<file path="src/rtl/cba_wide_add_seq_pkg.sv">
// Shared constants and state encoding for the slice-serial wide adder.
package cba_wide_add_seq_pkg;

  localparam int SLICE_W = 8;

  typedef enum logic [1:0] {
    IDLE = 2'd0,
    RUN  = 2'd1,
    DONE = 2'd2
  } state_e;

endpackage

</file>
<file path="src/rtl/cba_wide_add_seq_adder.sv">
// 8-bit carry-bypass adder: two 4-bit ripple blocks, each skipped when all its bits propagate.
module CarryBypassAdder (
  input  logic [7:0] a,
  input  logic [7:0] b,
  input  logic       cin,
  output logic [7:0] sum,
  output logic       cout
);

  logic [7:0] prop;
  logic [2:0] blk_c;
  logic       rc;

  assign prop = a ^ b;

  // NOTE: rc is a chained temporary, so it must use blocking assignments and get a default first.
  always_comb begin
    sum      = '0;
    blk_c    = '0;
    rc       = 1'b0;
    blk_c[0] = cin;
    for (int blk = 0; blk < 2; blk++) begin
      rc = blk_c[blk];
      for (int i = 0; i < 4; i++) begin
        sum[blk*4+i] = prop[blk*4+i] ^ rc;
        rc           = (a[blk*4+i] & b[blk*4+i]) | (rc & prop[blk*4+i]);
      end
      // A fully propagating block forwards its incoming carry directly.
      blk_c[blk+1] = (&prop[blk*4 +: 4]) ? blk_c[blk] : rc;
    end
  end

  assign cout = blk_c[2];

endmodule

</file>
<file path="src/rtl/cba_wide_add_seq.sv">
// Wide unsigned adder that reuses one 8-bit carry-bypass adder, one slice per clock, LSB first.
module cba_wide_add_seq
  import cba_wide_add_seq_pkg::*;
#(
  parameter  int N_SLICES = 4,
  localparam int W        = SLICE_W * N_SLICES
) (
  input  logic         clk,
  input  logic         rst,
  input  logic         in_valid,
  output logic         in_ready,
  input  logic [W-1:0] a,
  input  logic [W-1:0] b,
  input  logic         cin,
  output logic         out_valid,
  input  logic         out_ready,
  output logic [W-1:0] sum,
  output logic         cout,
  output logic         busy
);

  localparam int IDX_W = (N_SLICES > 1) ? $clog2(N_SLICES) : 1;
  localparam logic [IDX_W-1:0] LAST_IDX = IDX_W'(N_SLICES - 1);

  state_e             state_q, state_d;
  logic [IDX_W-1:0]   idx_q, idx_d;
  logic               carry_q, carry_d;
  logic [W-1:0]       a_q, a_d;
  logic [W-1:0]       b_q, b_d;
  logic [W-1:0]       sum_q, sum_d;
  logic               cout_q, cout_d;
  logic               out_valid_q, out_valid_d;

  logic [SLICE_W-1:0] add_a, add_b, add_sum;
  logic               add_cout;

  assign add_a = a_q[SLICE_W*idx_q +: SLICE_W];
  assign add_b = b_q[SLICE_W*idx_q +: SLICE_W];

  CarryBypassAdder u_adder (
    .a    (add_a),
    .b    (add_b),
    .cin  (carry_q),
    .sum  (add_sum),
    .cout (add_cout)
  );

  always_comb begin
    state_d     = state_q;
    idx_d       = idx_q;
    carry_d     = carry_q;
    a_d         = a_q;
    b_d         = b_q;
    sum_d       = sum_q;
    cout_d      = cout_q;
    out_valid_d = out_valid_q;
    unique case (state_q)
      IDLE: begin
        if (in_valid) begin
          a_d     = a;
          b_d     = b;
          carry_d = cin;
          idx_d   = '0;
          state_d = RUN;
        end
      end
      RUN: begin
        sum_d[SLICE_W*idx_q +: SLICE_W] = add_sum;
        carry_d = add_cout;
        if (idx_q == LAST_IDX) begin
          cout_d      = add_cout;
          out_valid_d = 1'b1;
          state_d     = DONE;
        end else begin
          idx_d = idx_q + 1'b1;
        end
      end
      DONE: begin
        if (out_ready) begin
          out_valid_d = 1'b0;
          state_d     = IDLE;
        end
      end
      default: state_d = IDLE;
    endcase
  end

  // NOTE: sequential state uses non-blocking assignments so every flop samples pre-edge values.
  always_ff @(posedge clk) begin
    if (rst) begin
      state_q     <= IDLE;
      idx_q       <= '0;
      carry_q     <= 1'b0;
      a_q         <= '0;
      b_q         <= '0;
      sum_q       <= '0;
      cout_q      <= 1'b0;
      out_valid_q <= 1'b0;
    end else begin
      state_q     <= state_d;
      idx_q       <= idx_d;
      carry_q     <= carry_d;
      a_q         <= a_d;
      b_q         <= b_d;
      sum_q       <= sum_d;
      cout_q      <= cout_d;
      out_valid_q <= out_valid_d;
    end
  end

  assign in_ready  = (state_q == IDLE);
  assign busy      = (state_q != IDLE);
  assign out_valid = out_valid_q;
  assign sum       = sum_q;
  assign cout      = cout_q;

endmodule

</file>
<file path="config.mk">
export PLATFORM = sky130hd
export DESIGN_NAME = cba_wide_add_seq
export DESIGN_NICKNAME = d
export VERILOG_FILES = /design/src/rtl/cba_wide_add_seq_pkg.sv /design/src/rtl/cba_wide_add_seq_adder.sv /design/src/rtl/cba_wide_add_seq.sv
export SDC_FILE = /design/constraint.sdc
export NUM_CORES = 1
export LEC_CHECK = 0
export ABC_AREA = 0
export BUFFER_PORTS_ARGS = -buffer_cell sky130_fd_sc_hd__buf_4
export CAP_MARGIN = 20
export CORE_UTILIZATION = 30
export DETAILED_ROUTE_END_ITERATION = 16
export SLEW_MARGIN = 10
export SYNTH_ARGS = -nofsm -noshare
export SYNTH_HDL_FRONTEND = slang
export SYNTH_SLANG_ARGS = --single-unit
</file>
<file path="constraint.sdc">
create_clock -name clk -period 5.2 [get_ports clk]
set_input_delay 0.52 -clock clk [delete_from_list [all_inputs] [get_ports clk]]
set_output_delay 0.52 -clock clk [all_outputs]
set_load 0.02 [all_outputs]
</file>
-- After elaboration in Yosys (flattened, before gate mapping)
Index checks and enable logic that the tools add are counted.
- register bits: 103
- bits in latches: 0
- RAM bits: 0
- bits in read-only memories: 0
- bits of input ports: 69
- output and inout port bits: 36
- memories: 0
- add/subtract/negate cells: 2
- $mul: 0
- divide/modulo/power cells: 0
- magnitude comparators: 0
- equality and inequality tests: 7
- shift operators: 4
- multiplexer cells: 15
- bitwise logic cells: 33
- reductions and logical operators: 12
- operators with widths (kind ; number):
    variable part select 32 x 6 -> 8 bit ; 2
    negator 5 -> 34 bit ; 1
    variable shift 8 x 34 -> 32 bit (first input constant) ; 1
    variable part select 8 x 34 -> 32 bit ; 1
    bitwise mux 32 bit ; 1
    AND 1 bit ; 16
    two-way mux 2 bit ; 5
    AND reduction 3 bit ; 3
    inequality test 2 bit (second input constant) ; 4
    bitwise OR 1 bit ; 8
    AND reduction 4 bit ; 2
    XOR 1 bit ; 8
    XOR 8 bit ; 1
    one-hot mux 2 bit (3 select lines) ; 1
    AND reduction 2 bit ; 3
    nonzero test 2 bit ; 3
    two-way mux 1 bit ; 5
    == test 2 bit (second input constant) ; 2
    one-hot mux 1 bit (2 select lines) ; 2
    one-hot mux 2 bit (2 select lines) ; 1
    adder 2 x 1 -> 2 bit (second input constant) ; 1
    == test 2 x 1 -> 1 bit (second input constant) ; 1
    logical NOT 2 bit ; 1

-- Longest topological paths before layout
- depth after elaboration: 21
- mapped depth: 14
- depth with buffers taken out: 13

-- By module
A second synthesis with hierarchy kept.
- cell total of the unflattened synthesis: 491
- area total of the unflattened synthesis: 4560.6 um2
- by module, submodules not included (module ; times used ; cells each ; area an instance (um2)):
    cba_wide_add_seq ; 1 ; 461 ; 4227.8
    CarryBypassAdder ; 1 ; 30 ; 332.8

-- Worst setup path before layout
Ideal clock, no wire load.
- kind: register -> register
- start: reg idx_q[1]
- end: reg sum_q[15], in the netlist sum[15]
- setup time: 0.128 ns
- data arrival time: 3.881 ns
- required time: 5.072 ns
- path slack: 1.191 ns
- stages on the path, launching flop included: 15
- path buffers: 1
- period minus slack after synthesis: 4.009 ns
- path through: dfxtp_1 -> clkbuf_1 -> mux4_2 -> inv_1 -> fa_1 -> fa_1 -> fa_1 -> fa_1 -> mux2i_1 -> fa_1 -> fa_1 -> fa_1 -> fa_1 -> a22oi_1 -> nor2_1
- longest elaborated chain between the ends: 20
- elaborated cells on any way between the ends: 38
- RTL lines (item ; line ; source):
    from (decl) ; cba_wide_add_seq.sv:26 ; logic [IDX_W-1:0] idx_q, idx_d;
    from (signal assigned) ; cba_wide_add_seq.sv:101 ; idx_q <= idx_d;
    variable part select 32 x 6 -> 8 bit (on tied branches) ; cba_wide_add_seq.sv:37, cba_wide_add_seq.sv:38 ;
    XOR 8 bit ; cba_wide_add_seq_adder.sv:14 ; assign prop = a ^ b;
    AND 1 bit ; cba_wide_add_seq_adder.sv:26 ; rc = (a[blk*4+i] & b[blk*4+i]) | (rc & prop[blk*4+i]);
    bitwise OR 1 bit ; cba_wide_add_seq_adder.sv:26 ;
    AND 1 bit ; cba_wide_add_seq_adder.sv:26 ;
    bitwise OR 1 bit ; cba_wide_add_seq_adder.sv:26 ;
    AND 1 bit ; cba_wide_add_seq_adder.sv:26 ;
    bitwise OR 1 bit ; cba_wide_add_seq_adder.sv:26 ;
    (+4 left out) ; -- ;
    bitwise OR 1 bit ; cba_wide_add_seq_adder.sv:26 ;
    AND 1 bit ; cba_wide_add_seq_adder.sv:26 ;
    bitwise OR 1 bit ; cba_wide_add_seq_adder.sv:26 ;
    AND 1 bit ; cba_wide_add_seq_adder.sv:26 ;
    bitwise OR 1 bit ; cba_wide_add_seq_adder.sv:26 ;
    XOR 1 bit ; cba_wide_add_seq_adder.sv:25 ; sum[blk*4+i] = prop[blk*4+i] ^ rc;
    variable part select 8 x 34 -> 32 bit ; cba_wide_add_seq.sv:68 ; sum_d[SLICE_W*idx_q +: SLICE_W] = add_sum;
    bitwise mux 32 bit (*) ; cba_wide_add_seq.sv:68 ;
    to (signal assigned) ; cba_wide_add_seq.sv:105 ; sum_q <= sum_d;
    to (decl) ; cba_wide_add_seq.sv:30 ; logic [W-1:0] sum_q, sum_d;
Every way passes the cells marked *; elsewhere a longest branch is shown, timed or not.
A chain may end at the register's enable or synchronous reset.

-- Worst setup path after layout
- start: reg idx_q[0]
- end: reg sum_q[31], in the netlist sum[31]
The elaborated chain is that of the path after synthesis.

==> impl_results.rst <==
.. list-table::
   :header-rows: 1

   * - Metric
     - Value
   * - Htree depth
     - 3
   * - Synthesized instance count
     - 490
   * - TritonRoute pass-1 iters
     - 6
   * - Count of hold-fix buffers inserted at cts
     - 0
   * - Routed wire per std cell
     - 14.6 um
   * - Post-synth design cell area
     - 4450 sq um
   * - Largest clock skew in the final design
     - a little under 0.01 ns
   * - Vert. Die Dim
     - 124 um
   * - Most used standard cell by instance count after synthesis
     - nand2_1
   * - Core region area
     - roughly 14000 sq um
   * - Number of vias in the routed layout
     - 3652
   * - Number of buffers created by CTS
     - 9
   * - Setup TNS Final
     - 0 ns
   * - Worst-case headroom to the max-slew limit
     - 0.327
   * - Global-route congestion overflow total
     - 0
   * - Final Net Count
     - 667
   * - Top cells by area, synth
     - dfxtp_1 (46%), nand2_1 (11%), mux4_2 (8.1%)
   * - Required time at the worst-slack endpoint
     - 5.39 ns
   * - Unrepaired setup endpoints after global routing
     - false
   * - Most numerous cell types in the synthesized netlist
     - nand2_1 (136), dfxtp_1 (103), a21oi_1 (69), nor2_1 (40), a22oi_1 (33)
   * - TritonCTS clock tree
     - built
   * - Proportion of synthesized flip-flops having asynchronous set or reset
     - 0
   * - CP arrival
     - 4.66 ns
   * - Final setup violation count
     - 0
   * - Leak pwr
     - 2.31 nW
   * - Post-synth top area cell
     - dfxtp_1
   * - Initial antenna violation count
     - 0
   * - Syn nets
     - 581
   * - Result of the run
     - complete, no violations
   * - Crit. End Element
     - register
   * - Type of the worst setup path
     - register to register
   * - Final wirelength
     - 11.2 mm
   * - CP Max Fanout
     - 15
   * - Number of violations reported at the end of detailed-routing iteration 0
     - approximately 200
   * - Area enclosed by the die boundary
     - approximately 15000 sq um
   * - Buffer count from post-CTS setup fixing
     - 0
   * - Path type of the worst min-delay path
     - primary input to register
   * - Final period util
     - 0.859
   * - Total placed cells including tap cells
     - 748
   * - Port Buffers
     - 104
   * - Number of enable-type register cells in the synthesized netlist
     - 0
   * - Number of different library cells in the post-synthesis netlist
     - 30
   * - Number of gates resized after CTS
     - 0
   * - DPL Wire Length
     - around 8.3 mm
   * - Largest net degree at the start of global routing
     - around 100
   * - Most common flop cell mapped by yosys
     - dfxtp_1
   * - Hold slack final
     - 0.414 ns
   * - Number of antenna repair diodes
     - 0
   * - Fmax
     - 0.224 GHz
   * - Total count of max-transition violations in the final report
     - 0
   * - IR drop worst, VDD
     - between 150 and 200 uV
   * - Layout Area Growth over Synthesis
     - 26.4%
   * - CTS root buf
     - clkbuf_16
   * - Post-route DRC
     - 0
   * - Actual slew at the worst max-slew pin
     - 1.01 ns
   * - Crit path time final
     - ~4.5 ns
   * - Synth top area share
     - 0.464
   * - Boundary Pins
     - 105
   * - Number of global-route vias before repair
     - roughly 3.4k
   * - Number of core rows
     - 44
   * - Post-DR vias/cell
     - 4.77
   * - Die width
     - 124 um
   * - Crit path launch type
     - register
   * - Final RePlAce weighted congestion
     - 0.826
   * - Number of warnings reported in the yosys synthesis log
     - 0
   * - Power per Cell Area
     - 303 nW/um^2
   * - First-pass GRT wire length
     - between 15 and 20 mm
   * - Largest buffer count on any clock path
     - 2
   * - Overall fraction of global-route tracks in use
     - 0.151
   * - ANT nets after route
     - 0
   * - Number of sinks on the clock net
     - 103
   * - CTS clk-pin slew, worst paths
     - 0.07 ns
   * - Max Cap Viol
     - 0
   * - Sequential share of the synthesized area
     - 0.464
   * - Layout Cells excl Fill
     - roughly 770
   * - Post-synthesis average cell area
     - 9.07 sq um
   * - Proportion of layout cells with a drive suffix above 1
     - 0.251
   * - Starting utilization of the core area
     - 0.307
   * - Clock insertion delay at the later pin of the skew report
     - 0.35 ns
   * - Count of state elements after synthesis
     - around 100
   * - Final hold violations
     - 0
-- worst paths after layout --
path | from | end | slack (ns) | depth (start not counted)
setup / recovery | idx_q[0] | sum[31] | 0.73 | 13
hold / removal | b[15] | b_q[15] | 0.41 | 3
setup reg to reg | idx_q[0] | sum[31] | 0.73 | 13
hold reg to reg | a_q[4] | a_q[4] | 0.45 | 2
-- per-stage QoR --
stage | worst slack, ns | utilization | area [sq um] | total power [mW]
after floorplan | 1.19 | - | 4450 | 0.999
after global placement | 0.825 | 0.368 | 5330 | 1.09
after detailed placement | 0.738 | 0.368 | 5330 | 1.09
after CTS | 0.693 | 0.387 | 5600 | 1.71
after global routing | 0.399 | 0.388 | 5620 | 1.78
final | 0.734 | 0.388 | 5620 | 1.70
-- state kept, by name (all words and copies together) (netlist names) --
name and count:
b_q 32, sum 32, a_q 32, out_valid 1, cout 1, state_q 2, idx_q 2, carry_q 1
-- cell type report --
cell class              count  area, sq um
well taps                 184          230
inverters                  17         63.8
fillers                  1478         8860
multi-input cells         337         2170
clock buffers               9          225
clock inverters             7         47.5
flip-flops and latches    103         2060
repair buffers            108          823
-- power breakdown --
| group | internal, mW | switching [mW] |
|---|---|---|
| logic | 0.100 | 0.128 |
| clock network | 0.326 | 0.300 |
| registers | 0.822 | 0.0249 |
-- routing by layer --
metal	track usage	vias to the layer above	share of wire
li1	-	1825	-
met4	0.0444	0	0.011
met1	0.208	1715	0.48
met2	0.235	100	0.46
met5	0	-	0
met3	0.0343	12	0.047
-- critical path, stage by stage (launching register included) --
cell and delay (ns):
dfxtp_1 0.69, buf_4 0.37, mux4_2 0.55, inv_1 0.10, fa_1 0.19, fa_1 0.18
fa_1 0.17, mux2i_1 0.10, fa_1 0.39, fa_1 0.40, fa_1 0.40, fa_1 0.52
a22oi_1 0.20, nor2_1 0.06
-- kinds of logic (layout without fill, tap and decap cells) --
family,Yosys count,after routing,synth area share
AO/OA/AOI/OAI,106,106,0.140
adder cells (fa/ha/maj),22,22,0.0754
buffers and inverters,50,141,0.0509
flip-flops,103,103,0.464
multiplexers,18,18,0.0856
AND/OR/NAND/NOR,191,191,0.185
-- cell usage in the layout, fill, tap and decap left out, types with 9 or more instances in the layout --
cell type / Yosys / routed
a21oi_1: 69 / 69
inv_1: 17 / 17
buf_4: 1 / 107
ha_1: 14 / 14
nand2_1: 136 / 135
dfxtp_1: 103 / 103
a22oi_1: 33 / 33
mux4_2: 16 / 16
nor2_1: 40 / 40
clkbuf_16: 0 / 9
No activity file was read; power rests on OpenSTA's default activity.
